**src/rtl/frame_spreader.sv**
```systemverilog
`default_nettype none
// ============================================================================
// Module   : frame_spreader
// Function : Spreads one 5-bit code over a 32-sample frame of 4-bit values
//            using a first-order error accumulator. The frame sum encodes
//            the code. Optional `sat` output under FRAME_SPREADER_SAT_EN.
// Revision : 1.0 - initial release
// ============================================================================
module frame_spreader #(
    parameter logic [3:0] IDLE_SAMPLE = 4'd0
) (
    input  logic       clk,
    input  logic       rst,
    input  logic [4:0] in_code,
    input  logic       in_valid,
    output logic       in_ready,
    output logic [3:0] out_sample,
    output logic       out_valid,
    output logic       frame_start,
    output logic       frame_last
`ifdef FRAME_SPREADER_SAT_EN
    ,
    output logic       sat
`endif
);

    localparam logic [0:0] ST_IDLE    = 1'b0;
    localparam logic [0:0] ST_RUN     = 1'b1;
    localparam logic [4:0] LAST_IDX   = 5'd31;
    localparam logic [4:0] PRE_IDX    = 5'd30;
    localparam logic [4:0] CLAMP_CODE = 5'd31;
    localparam logic [8:0] CLAMP_SUM  = 9'd480;

    logic [0:0] state_q, state_d;
    logic       pend_q, pend_d;
    logic [4:0] idx_q, idx_d;
    logic [4:0] err_q, err_d;
    logic [3:0] base_q, base_d;
    logic [4:0] rem_q, rem_d;
    logic [3:0] out_sample_q, out_sample_d;
    logic       out_valid_q, out_valid_d;
    logic       frame_start_q, frame_start_d;
    logic       frame_last_q, frame_last_d;
`ifdef FRAME_SPREADER_SAT_EN
    logic       sat_code_q, sat_code_d;
    logic       sat_q, sat_d;
`endif

    logic       accept;
    logic       at_last;
    logic [8:0] code_sum;
    logic [3:0] code_base;
    logic [4:0] code_rem;
    logic [3:0] dp_base;
    logic [4:0] dp_rem;
    logic [4:0] dp_err;
    logic [5:0] e6;
    logic [3:0] dp_sample;

    always_comb begin
        code_sum  = (in_code == CLAMP_CODE) ? CLAMP_SUM : {in_code, 4'b0000};
        code_base = code_sum[8:5];
        code_rem  = code_sum[4:0];
    end

    // pend_q marks the one-cycle gap between an accept from IDLE and sample 0
    assign at_last  = (state_q == ST_RUN) && !pend_q && (idx_q == LAST_IDX);
    assign in_ready = (state_q == ST_IDLE) || at_last;
    assign accept   = in_valid && in_ready;

    // On a back-to-back restart the new code's first sample is computed directly
    always_comb begin
        dp_base   = at_last ? code_base : base_q;
        dp_rem    = at_last ? code_rem  : rem_q;
        dp_err    = at_last ? 5'd0      : err_q;
        e6        = {1'b0, dp_err} + {1'b0, dp_rem};
        dp_sample = dp_base + {3'b000, e6[5]};
    end

    always_ff @(posedge clk or posedge rst) begin
        if (rst) begin
            state_q       <= ST_IDLE;
            pend_q        <= 1'b0;
            idx_q         <= 5'd0;
            err_q         <= 5'd0;
            base_q        <= 4'd0;
            rem_q         <= 5'd0;
            out_sample_q  <= IDLE_SAMPLE;
            out_valid_q   <= 1'b0;
            frame_start_q <= 1'b0;
            frame_last_q  <= 1'b0;
`ifdef FRAME_SPREADER_SAT_EN
            sat_code_q    <= 1'b0;
            sat_q         <= 1'b0;
`endif
        end else begin
            state_q       <= state_d;
            pend_q        <= pend_d;
            idx_q         <= idx_d;
            err_q         <= err_d;
            base_q        <= base_d;
            rem_q         <= rem_d;
            out_sample_q  <= out_sample_d;
            out_valid_q   <= out_valid_d;
            frame_start_q <= frame_start_d;
            frame_last_q  <= frame_last_d;
`ifdef FRAME_SPREADER_SAT_EN
            sat_code_q    <= sat_code_d;
            sat_q         <= sat_d;
`endif
        end
    end

    always_comb begin
        state_d = state_q;
        pend_d  = pend_q;
        idx_d   = idx_q;
        err_d   = err_q;
        base_d  = base_q;
        rem_d   = rem_q;
`ifdef FRAME_SPREADER_SAT_EN
        sat_code_d = sat_code_q;
`endif
        case (state_q)
            ST_IDLE: begin
                if (accept) begin
                    state_d = ST_RUN;
                    pend_d  = 1'b1;
                    idx_d   = 5'd0;
                    err_d   = 5'd0;
                    base_d  = code_base;
                    rem_d   = code_rem;
`ifdef FRAME_SPREADER_SAT_EN
                    sat_code_d = (in_code == CLAMP_CODE);
`endif
                end
            end
            default: begin
                if (pend_q) begin
                    pend_d = 1'b0;
                    err_d  = e6[4:0];
                end else if (idx_q != LAST_IDX) begin
                    idx_d = idx_q + 5'd1;
                    err_d = e6[4:0];
                end else if (accept) begin
                    idx_d  = 5'd0;
                    err_d  = e6[4:0];
                    base_d = code_base;
                    rem_d  = code_rem;
`ifdef FRAME_SPREADER_SAT_EN
                    sat_code_d = (in_code == CLAMP_CODE);
`endif
                end else begin
                    state_d = ST_IDLE;
                    idx_d   = 5'd0;
                    err_d   = 5'd0;
                end
            end
        endcase
    end

    always_comb begin
        out_sample_d  = IDLE_SAMPLE;
        out_valid_d   = 1'b0;
        frame_start_d = 1'b0;
        frame_last_d  = 1'b0;
`ifdef FRAME_SPREADER_SAT_EN
        sat_d         = 1'b0;
`endif
        if ((state_q == ST_RUN) && (pend_q || (idx_q != LAST_IDX) || accept)) begin
            out_sample_d  = dp_sample;
            out_valid_d   = 1'b1;
            frame_start_d = pend_q || at_last;
            frame_last_d  = !pend_q && (idx_q == PRE_IDX);
`ifdef FRAME_SPREADER_SAT_EN
            sat_d         = at_last ? (in_code == CLAMP_CODE) : sat_code_q;
`endif
        end
    end

    assign out_sample  = out_sample_q;
    assign out_valid   = out_valid_q;
    assign frame_start = frame_start_q;
    assign frame_last  = frame_last_q;
`ifdef FRAME_SPREADER_SAT_EN
    assign sat         = sat_q;
`endif

endmodule
`default_nettype wire

```
**config.mk**
```make
export PLATFORM = sky130hd
export DESIGN_NAME = frame_spreader
export DESIGN_NICKNAME = d
export VERILOG_FILES = /design/src/rtl/frame_spreader.sv
export SDC_FILE = /design/constraint.sdc
export NUM_CORES = 1
export LEC_CHECK = 0
export CAP_MARGIN = 20
export CORE_ASPECT_RATIO = 1.5
export CORE_UTILIZATION = 35
export CTS_BUF_LIST = sky130_fd_sc_hd__clkbuf_8
export CTS_CLUSTER_DIAMETER = 120
export DETAILED_ROUTE_END_ITERATION = 16
export PLACE_DENSITY_LB_ADDON = 0.12
export REMOVE_ABC_BUFFERS = 1
export SYNTH_ARGS = -nofsm -noshare
export SYNTH_HDL_FRONTEND = slang
export SYNTH_SLANG_ARGS = --single-unit
export TNS_END_PERCENT = 20
```
**constraint.sdc**
```tcl
create_clock -name clk -period 5.06 [get_ports clk]
set_clock_uncertainty 0.1 [all_clocks]
set_input_delay 0.759 -clock clk [delete_from_list [all_inputs] [get_ports clk]]
set_output_delay 0.759 -clock clk [all_outputs]
set_load 0.01 [all_outputs]
```
* After elaboration in Yosys (flattened, before gate mapping)
Cells that the tools add are included.
** Word-level totals
- Bits in registers :: 28
- Input port bits :: 8
- Output and inout bits :: 8
- Logic and storage cells :: 63
** Cells by class
- $add $sub $neg :: 3
- Equal/unequal tests :: 6
- Mux-type cells :: 30
- Bitwise logic cells :: 1
- Reductions and logical operators :: 13
** Operators by type and width (number)
- 5-bit 2-to-1 mux :: 14
- 4-bit 2-to-1 mux :: 6
- 5-bit equality test, second input constant :: 3
- 1-bit 2-to-1 mux :: 9
- 9-bit 2-to-1 mux :: 1
- 5-bit by 5-bit adder with 6-bit output :: 1
- 5-bit by 1-bit adder with 5-bit output, second input constant :: 1
- 1-bit logical AND :: 5
- 5-bit != test, second input constant :: 1
- 4-bit by 1-bit adder with 4-bit output :: 1
- 1-bit logical OR :: 4
- 2-bit != test, second input constant :: 2
- 2-bit AND reduction :: 2
- 2-bit nonzero test :: 1
- 1-bit zero test :: 1
- 1-bit NOT :: 1

* Longest topological paths before layout
- Word-level depth :: 9
- Gate-level depth with buffers :: 12
- Mapped depth without buffers :: 11

* Worst setup path before layout
Ideal clock, no wire load.
- Path type :: register to register
- From :: reg idx_q[1]
- To :: reg out_sample_q[2], in the netlist out_sample[2]
- Library setup time :: 79 ps
- Arrival time :: 2272 ps
- Required time :: 4881 ps
- Slack :: 2609 ps
- Stages on the path, launching flop included :: 11
- Path buffers :: 1
- Clock period less this slack :: 2451 ps
- Cell sequence :: dfrtp_1 -> ha_1 -> and3_1 -> ha_1 -> buf_4 -> nand3b_1 -> mux2_2 -> ha_1 -> ha_1 -> nand3b_1 -> mux2i_1
** On the way
- Longest elaborated chain between the ends :: 7
- Elaborated cells on any way between the ends :: 14
- Classes of those cells :: 2 x add/sub; 2 x eq/ne; 4 x mux; 6 x reduce/logical
** Ends and longest elaborated chain
- start: declaration :: RTL line 36 : logic [4:0] idx_q, idx_d;
- start signal: assignment :: RTL line 99 : idx_q <= idx_d;
- branches (longest 6 deep; another with 5-bit by 5-bit adder with 6-bit output)
- 4-bit 2-to-1 mux * :: RTL line 170 : if ((state_q == ST_RUN) && (pend_q || (idx_q != LAST_IDX) || accept)) begin
- net out_sample_d[2] :: RTL line 40 : logic [3:0] out_sample_q, out_sample_d;
- end signal: assignment :: RTL line 103 : out_sample_q <= out_sample_d;
- end: declaration :: RTL line 40
Mark *: on every way through the listed nets, which the timed path passes.
A chain may end at the register's enable or synchronous reset.

* Final worst setup path
- From :: reg idx_q[1]
- To :: out in_ready
** On the way
- Longest elaborated chain between the ends :: 3
** Ends and longest elaborated chain
- 5-bit equality test :: RTL line 67 : assign at_last = (state_q == ST_RUN) && !pend_q && (idx_q == LAST_IDX);
- 1-bit logical AND :: RTL line 67
- 1-bit logical OR :: RTL line 68 : assign in_ready = (state_q == ST_IDLE) || at_last;
- end: declaration :: RTL line 16 : output logic in_ready,
No other way between the ends.

==> summary.txt <==
Floorplanning
  – Die width: ~46 um
  – Die area: around 0.0032 sq mm
  – Die height: around 68 um
  – Row count: 23
  – Ports: 16
  – Total core area: around 0.0027 sq mm
  – Initial core utilization: a little under two fifths

Timing
  – Rel. slew slack: between 40% and 50%
  – Measured slew at the worst slew-check pin: approximately 0.76 ns
  – Pins Over Slew Limit: 0
  – Final hold slack: 0.406 ns
  – Achievable frequency: 0.327 GHz
  – # setup viols final: 0
  – Final hold vios: 0
  – Clock period minus worst slack: 3.06 ns
  – Unrepaired setup endpoints after global routing: false
  – Fin Setup TNS: 0 ns
  – Final period utilization: 60.4%

Synth
  – Yosys top cell by area: dfrtp_1
  – Unique masters post-synth: 32
  – Gate Count Post-Synth: 90
  – Synth area leaders: dfrtp_1 (49%), mux2_2 (7.7%), ha_1 (7.3%)
  – Sequential-to-total area share from yosys stat: 48.8%
  – Top FF cell, synth: dfrtp_1
  – Synthesized area per cell: approximately 11 sq um
  – Synthesized cell area: 0.00103 sq mm
  – Yosys warns: 0
  – Number of flops mapped to enable cells by yosys: 0
  – Area share of the largest cell type after synthesis: 48.8%
  – Post-synthesis async set-or-reset flop share: 100%
  – Yosys reg bits: 20

Power
  – Int Pwr: about 0.42 mW
  – Power Density: between 400 and 500 mW/mm^2
  – Sw Ratio: about 31%
  – Leakage Power: around 0.57 nW
  – Flop pwr share: around 45%
  – Clk pwr share: 16.5%
  – P_sw: between 0.15 and 0.2 mW
  – Maximum VDD drop: between 0.0002 and 0.00025 V
  – Comb pwr share: approximately two fifths

Detailed routing
  – TritonRoute pass-1 iters: 2
  – Initial DRC count: 8
  – Via density: 5.13
  – Routed len/inst: 13.6 um
  – Post-DRT Antenna Nets: 0
  – DR DRC count: 0
  – WL final: between 1500 and 2000 um
  – Vias: around 720

Place
  – Post-DP HPWL: between 1000 and 1500 um
  – PortBufs: 15
  – Gpl congestion: between 0.7 and 0.8

Setup path
  – CP Launch Type: flop
  – R2R setup slack: 2.34 ns
  – Worst r2r path cells: 10
  – Critical Path Source: idx_q[1]
  – RR Endpoint: out_sample[2]
  – Max Fanout on Critical Path: 9
  – CP arrival: between 2 and 2.5 ns
  – Reg2reg start: idx_q[1]
  – Worst EP required: approximately 4.2 ns
  – CP endpoint: in_ready
  – Setup CP Type: flop to output port
  – Endpoint type of the worst setup path: output port

Global route
  – All-Layer GR Usage: 14.7%
  – First-pass GRT wire length: ~3300 um
  – Largest net degree at the start of global routing: 21
  – Number of global-route vias before repair: approximately 750
  – Antenna violations before repair: 0
  – Overflow after GRT: 0

Final layout
  – Layout cells sized above 1: about 13%
  – Area added between synthesis and finish: 21.1%
  – Commonest non-fill, non-tap cells in the layout: dfrtp_1 (20), clkdlybuf4s50_1 (15), mux2_2 (7)
  – Final net count: 120
  – FF+latch area: ~500 sq um
  – Multi-input logic area: around 490 sq um
  – Most common cell after layout, fill and taps aside: dfrtp_1
  – Antenna diode count: 0
  – Fillers: roughly 280

Clock network
  – Max Buffers Root-to-Sink: 2
  – Clk Latency, worst-skew pair: about 0.25 ns
  – Clock sinks: 20
  – Clock root cell: clkbuf_8
  – Reg clk slew, reported paths: approximately 0.070 ns
  – Cts bufs inserted: 3
  – PostCTS Resize Cnt: 0
  – CTS Hold Bufs: 0
  – H-tree depth: 1
  – Setup Buffers After CTS: 0
  – CTS tree: built

Worst hold path
  – Worst hold-check path type: flop to flop

Status
  – Status: finished clean

Flow run
  – Max Cap Viol: 0
-- critical path: stages (launching register included) --
cell	delay, ns
dfrtp_1	0.41
ha_1	0.21
and3_1	0.17
ha_1	0.33
nand2b_1	0.14
nand2_1	0.14
clkdlybuf4s50_1	0.55
-- kinds of logic (layout without fill, tap and decap cells) --
kind of cell / count (synthesis) / count (layout) / share of synthesized area [%]
simple gates: 30 / 30 / 17.9
xor+xnor: 2 / 2 / 1.71
flops: 20 / 20 / 48.8
compound gates: 13 / 13 / 9.15
fa+ha+maj: 6 / 6 / 7.32
buf+inv: 8 / 22 / 3.54
mux: 11 / 11 / 11.6
-- Yosys cell counts (all sizes together), types with 3 or more instances --
cell type	number
ha	6
buf	3
nand3	4
a22o	3
mux2i	4
nand2	4
and3	3
inv	4
dfrtp	20
mux2	7
nand2b	3
nor2	3
nand4	3
-- metal layers --
metal	vias to the layer above	wire length [um]	part of all wire (%)	global-route usage, %
met5	-	0	0	0
met4	0	24	1.2	8.82
met3	2	37	1.9	2.37
met2	6	1010	53	24.6
met1	364	846	44	16.9
li1	351	-	-	-
-- power groups by stage --
| stage | registers, mW | clock network (mW) | logic, mW |
|---|---|---|---|
| final | 0.272 | 0.100 | 0.236 |
| after global routing | 0.283 | 0.111 | 0.272 |
| after CTS | 0.273 | 0.104 | 0.241 |
| after detailed placement | 0.277 | 0 | 0.240 |
| after global placement | 0.275 | 0 | 0.237 |
| after floorplan | 0.274 | 0 | 0.158 |
-- state kept, by name, indices dropped and copies added, names as in the netlist --
signal / flops
out_valid: 1
err_q: 1
pend_q: 1
frame_start: 1
state_q: 1
out_sample: 4
rem_q: 1
idx_q: 5
base_q: 4
frame_last: 1
-- layout make-up --
type	instances	area share, %
Sequential cell	20	40.3
Timing Repair Buffer	15	12.1
Clock buffer	3	3.32
Tap cell	37	3.73
Inverter	4	1.21
Multi-Input combinational cell	62	39.4
-- stage by stage --
step | instances | util, % | worst slack (ns) | cell area (sq um) | total power, mW
floorplan | 86 | - | 2.64 | 1000 | 0.432
global placement | 138 | 43.9 | 2.30 | 1200 | 0.512
detailed placement | 138 | 43.9 | 2.28 | 1200 | 0.516
CTS | 141 | 45.4 | 1.99 | 1240 | 0.618
global route | 141 | 45.4 | 1.84 | 1240 | 0.666
finish | 141 | 45.4 | 2.00 | 1240 | 0.608
-- how the worst min path moves through the flow --
stage	start	endpoint	slack (ns)	cells past startpoint
2_1_floorplan	err_q[4]	err_q[4]	0.36	1
3_3_place_gp	err_q[4]	err_q[4]	0.38	1
3_5_place_dp	err_q[4]	err_q[4]	0.39	1
4_1_cts	err_q[4]	err_q[4]	0.41	1
5_1_grt	err_q[4]	err_q[4]	0.44	1
6_report	err_q[4]	err_q[4]	0.41	1
Note: power is estimated with default switching activity, not from simulation.
